File: src/rtl/key_event_decoder.sv
// Turns debounced key flag/level pairs into click, double-click,
// long-press and auto-repeat pulses. The repeat event is on auto_repeat.
module key_event_decoder #(
  parameter logic [25:0] LONG_CNT = 26'd49_999_999,
  parameter logic [25:0] DCLK_CNT = 26'd14_999_999,
  parameter logic [25:0] REP_CNT  = 26'd9_999_999
) (
  input  logic clk,
  input  logic rst_n,
  input  logic key_flag,
  input  logic key_state,
  output logic click,
  output logic dclick,
  output logic long_press,
  output logic auto_repeat,
  output logic busy
);

  typedef enum logic [2:0] {
    S_IDLE,
    S_PRESS1,
    S_LONG_HOLD,
    S_WAIT2,
    S_PRESS2
  } state_t;

  state_t      state;
  state_t      state_nxt;
  logic [25:0] cnt;
  logic [25:0] cnt_nxt;
  logic        click_nxt;
  logic        dclick_nxt;
  logic        long_nxt;
  logic        rep_nxt;
  logic        press;
  logic        rel;

  assign press = key_flag & ~key_state;
  assign rel   = key_flag &  key_state;

  // cnt_nxt defaults to 0, so every transition clears it
  always_comb begin
    state_nxt  = state;
    cnt_nxt    = '0;
    click_nxt  = 1'b0;
    dclick_nxt = 1'b0;
    long_nxt   = 1'b0;
    rep_nxt    = 1'b0;
    case (state)
      S_IDLE: begin
        if (press)
          state_nxt = S_PRESS1;
      end
      S_PRESS1: begin
        if (rel) begin
          state_nxt = S_WAIT2;
        end else if (cnt == LONG_CNT) begin
          long_nxt  = 1'b1;
          state_nxt = S_LONG_HOLD;
        end else begin
          cnt_nxt = cnt + 26'd1;
        end
      end
      S_LONG_HOLD: begin
        if (rel)
          state_nxt = S_IDLE;
        else if (cnt == REP_CNT)
          rep_nxt = 1'b1;
        else
          cnt_nxt = cnt + 26'd1;
      end
      S_WAIT2: begin
        if (press) begin
          state_nxt = S_PRESS2;
        end else if (cnt == DCLK_CNT) begin
          click_nxt = 1'b1;
          state_nxt = S_IDLE;
        end else begin
          cnt_nxt = cnt + 26'd1;
        end
      end
      S_PRESS2: begin
        if (rel) begin
          dclick_nxt = 1'b1;
          state_nxt  = S_IDLE;
        end
      end
      default: state_nxt = S_IDLE;
    endcase
  end

  always_ff @(posedge clk or negedge rst_n) begin
    if (!rst_n) begin
      state       <= S_IDLE;
      cnt         <= '0;
      click       <= 1'b0;
      dclick      <= 1'b0;
      long_press  <= 1'b0;
      auto_repeat <= 1'b0;
      busy        <= 1'b0;
    end else begin
      state       <= state_nxt;
      cnt         <= cnt_nxt;
      click       <= click_nxt;
      dclick      <= dclick_nxt;
      long_press  <= long_nxt;
      auto_repeat <= rep_nxt;
      busy        <= (state_nxt != S_IDLE);
    end
  end

endmodule

File: config.mk
export PLATFORM = sky130hd
export DESIGN_NAME = key_event_decoder
export DESIGN_NICKNAME = d
export VERILOG_FILES = /design/src/rtl/key_event_decoder.sv
export SDC_FILE = /design/constraint.sdc
export NUM_CORES = 1
export LEC_CHECK = 0
export CAP_MARGIN = 10
export CORE_AREA = 2 2 64 66
export CTS_CLUSTER_SIZE = 30
export DETAILED_ROUTE_END_ITERATION = 10
export DIE_AREA = 0 0 66 68
export PLACE_DENSITY = 0.74
export SETUP_SLACK_MARGIN = 0.4
export SYNTH_ARGS = -nofsm -noshare
export SYNTH_HDL_FRONTEND = slang
export SYNTH_SLANG_ARGS = --single-unit
File: constraint.sdc
create_clock -name clk -period 2.1 [get_ports clk]
set_clock_uncertainty 0.05 [all_clocks]
set_input_delay 0.42 -clock clk [delete_from_list [all_inputs] [get_ports clk]]
set_output_delay 0.42 -clock clk [all_outputs]
set_load 0.01 [all_outputs]
==> results of run 1 <==
[sequential cells by signal, indices dropped and copies added (netlist names)]
| register | cells |
|---|---|
| auto_repeat | 1 |
| busy | 1 |
| dclick | 1 |
| state | 3 |
| long_press | 1 |
| click | 1 |
| cnt | 26 |
[cells in the mapped netlist, types with 2 or more instances]
cell	n
a21oi_1	4
a21oi_2	20
and2_1	2
and4_1	2
buf_6	4
buf_8	2
clkbuf_1	3
dfrtp_1	34
inv_1	5
nand2_1	14
nand2b_1	3
nand3_1	17
nand4_1	14
nor2_1	15
nor3_1	6
nor4_1	3
o21ai_0	3
xnor2_1	6
xor2_1	17
[worst max-delay path by stage]
stage                      start                  to  slack, ns  depth (start not counted)
5_1_grt         cnt[7]$_DFF_PN0_   cnt[22]$_DFF_PN0_       0.01                          7
3_3_place_gp    cnt[1]$_DFF_PN0_   cnt[22]$_DFF_PN0_       0.14                          7
4_1_cts         cnt[8]$_DFF_PN0_    cnt[1]$_DFF_PN0_       0.16                          7
6_report        cnt[8]$_DFF_PN0_   cnt[19]$_DFF_PN0_       0.10                          7
3_5_place_dp            key_flag   cnt[22]$_DFF_PN0_       0.12                          6
2_1_floorplan  cnt[11]$_DFF_PN0_  state[1]$_DFF_PN0_       0.15                          8
[cells by family after synthesis]
group / after synthesis / synth area share [%]
simple gates: 89 / 26.2
xor+xnor: 23 / 10.1
fa+ha+maj: 1 / 0.629
compound gates: 34 / 14.0
flops: 34 / 42.8
buf+inv: 15 / 6.29
[cell usage in the layout, fill, tap and decap left out, types with 2 or more instances in the layout]
master and n:
nor4_2 2, buf_12 5, clkbuf_8 6, a21oi_1 3, buf_4 22, nor2_1 12, inv_1 5, a21oi_2 20
clkdlybuf4s50_1 8, xnor2_1 6, nand3_1 16, nor2_2 3, nand4_1 14, and2_1 2, nor3_4 2, nor3_1 5
o21ai_0 3, xor2_1 17, nand2_1 13, dfrtp_1 34, nand2b_1 3, clkbuf_16 2, and4_1 2
[final cells by class]
| type | instances | area share, % |
|---|---|---|
| inverter | 5 | 0.730 |
| sequential | 34 | 33.1 |
| clock inverter | 1 | 0.195 |
| timing repair buffer | 39 | 16.9 |
| clock buffer | 7 | 3.36 |
| tap | 50 | 2.43 |
| multi-input combinational | 147 | 43.3 |
[repair_timing]
action                                  CTS  global route
setup buffers                             8             5
pin swaps                                 9            14
endpoints found under the setup margin   30            31
cloned                                    1             2
resized for setup                         5            13
[per-stage QoR]
stage	total power, W	instances	hold slack, ns
floorplan	0.00121	196	0.0744
global placement	0.00136	259	0.469
detailed placement	0.00137	259	0.475
CTS	0.00203	276	0.486
global route	0.00227	283	0.532
finish	0.00217	283	0.497
[layer usage]
layer  GRT usage (%)  vias up  part of all wire (%)
met5               0        -                     0
met4            8.16        0                  0.94
met3            5.76        5                   5.0
met2            37.0       52                    51
met1            29.5      787                    43
li1                -      777                     -
[power by group through the flow]
stage               combinational [W]  sequential [W]  clock (W)
finish                       0.000914        0.000756   0.000498
global placement             0.000598        0.000764          0
CTS                          0.000771        0.000749   0.000508
floorplan                    0.000460        0.000751          0
global route                 0.000966        0.000763   0.000542
detailed placement           0.000602        0.000764          0
==> impl_metrics.py, run 1 <==
metrics = {
    "critical_path": {
        "regToRegSetupSlack_ns": 0.10,
        "cp.arrival_ns": 2.12,
        "cp_top_family": "simple AND/OR/NAND/NOR gates",
        "reg2reg_from": "cnt[8]$_DFF_PN0_",
        "r2r_cells": 7,
        "cp_num_buf_inv": 2,
        "cpPeakStageDelay_ns": 0.40,
        "regToRegEndpoint": "cnt[19]$_DFF_PN0_",
        "cp_slowest_cell": "dfrtp_1",
        "cp-end-kind": "register",
        "path_class": "register to register",
        "cp_max_fo": 6,
        "worst_ep_required_time_ns": 2.22,
        "worst_setup_path_start_kind": "register",
        "path_cells": "or3_4, nor4_4, a31oi_4, a22oi_4, buf_12, clkbuf_16, a21oi_2",
    },
    "power_and_ir_drop": {
        "p_per_area_nw_per_um2": 843,
        "p_clk_share_pct": 23.0,
        "switching_share_pct": 33.1,
        "p_comb_share_pct": 42.1,
        "sequentialPowerShare_pct": 34.9,
        "leakage_nw": 1.02,
        "p_sw_w": 0.000718,
        "peakVddDrop_uv": 528,
        "internal_power_w": 0.00145,
    },
    "run": {
        "cap_violations": 0,
    },
    "sta": {
        "min_period_ns": 2.00,
        "hold_viol": 0,
        "finalSetupViolCount": 0,
        "fmax_mhz": 500,
        "worst_slack_ns": 0.100,
        "rsz0062_at_grt": "true",
        "worst_pin_slew_ns": 0.484,
        "fin_tns_setup_ns": 0,
        "slew_headroom_pct": 67.5,
        "finalCritPeriodShare_pct": 95.2,
        "slew_viol_final": 0,
    },
    "clock_network": {
        "clkTransAtPathRegs_ns": 0.07,
        "ctsRootBufferMaster": "clkbuf_8",
        "cts_tree": "yes",
        "cts.htree.levels": 2,
        "cts.sinks": 34,
        "holdBufCountCts": 0,
        "cts-buffers-inserted": 5,
        "clock_path_buffers": 2,
        "clk_latency_ns": 0.29,
    },
    "grt": {
        "gr-total-overflow": 0,
        "grt_pass1_vias": 1561,
        "antenna_found_initial": 0,
        "grt_pass1_wl_mm": 7.58,
        "grt_max_degree": 35,
        "grtUsageTotal_pct": 22.7,
    },
    "floorplan": {
        "io_pins": 9,
        "core_area_um2": 3860,
        "die_h_um": 68,
        "rows": 23,
        "die_area_um2": 4490,
        "die_width_um": 66,
        "start_util_pct": 51.6,
    },
    "yosys": {
        "yosys.area.top_type": "dfrtp_1",
        "synth-edff-count": 0,
        "synth_ff_type": "dfrtp_1",
        "async_flop_share_pct": 100,
        "ys_seq_elements": 34,
        "yosysWarnings": 0,
        "synth_cell_type_count": 41,
        "yosys.area.top_type_share_pct": 42.8,
        "synthCells": 196,
        "syn_area_per_cell_um2": 10.2,
        "syn_nets": 201,
        "seq_area_frac_synth_pct": 42.8,
        "synth.cell_area_um2": 1990,
        "synth.area.top_cells": "dfrtp_1 (43%), a21oi_2 (8.8%), xor2_1 (7.5%), nand4_1 (4.4%), nand3_1 (4.3%)",
    },
    "detailed_routing": {
        "dr.first_iter.drc_count": 133,
        "ant_nets": 0,
        "via_per_inst": 5.73,
        "drc_errors": 0,
        "wl_per_cell_um": 15.8,
        "via_count": 1621,
        "dr.pass1.iters": 4,
        "wirelength_mm": 4.48,
    },
    "cells_and_area": {
        "area_delta_synth_final_pct": 29.2,
        "fillCellCount": 297,
        "n_antenna_cell": 0,
        "nets": 237,
        "fin_util_pct": 66.6,
        "drive_gt1_share_pct": 33.9,
        "design_area_um2": 2570,
        "multi_input_comb_area_um2": 1110,
        "layout.area.seq_um2": 851,
    },
    "status": {
        "status": "complete, no violations",
    },
    "placement": {
        "port_buffers": 8,
        "gp_congestion": 0.869,
        "placed_area_um2": 2210,
        "place_hpwl_mm": 2.92,
        "place_ws_ns": 0.123,
    },
    "min_path": {
        "hold_path.class": "input port to asynchronous set/reset pin",
    },
}
Note: power is estimated with default switching activity, not from simulation.
==> run 2: changes to the inputs <==
--- a/config.mk
+++ b/config.mk
@@ -12,6 +12,7 @@
 export DIE_AREA = 0 0 66 68
 export PLACE_DENSITY = 0.74
 export SETUP_SLACK_MARGIN = 0.4
+export SKIP_LAST_GASP = 1
 export SYNTH_ARGS = -nofsm -noshare
 export SYNTH_HDL_FRONTEND = slang
 export SYNTH_SLANG_ARGS = --single-unit
==> results of run 2 <==
No change in the layout: final DEF, timing and power equal those of run 1.
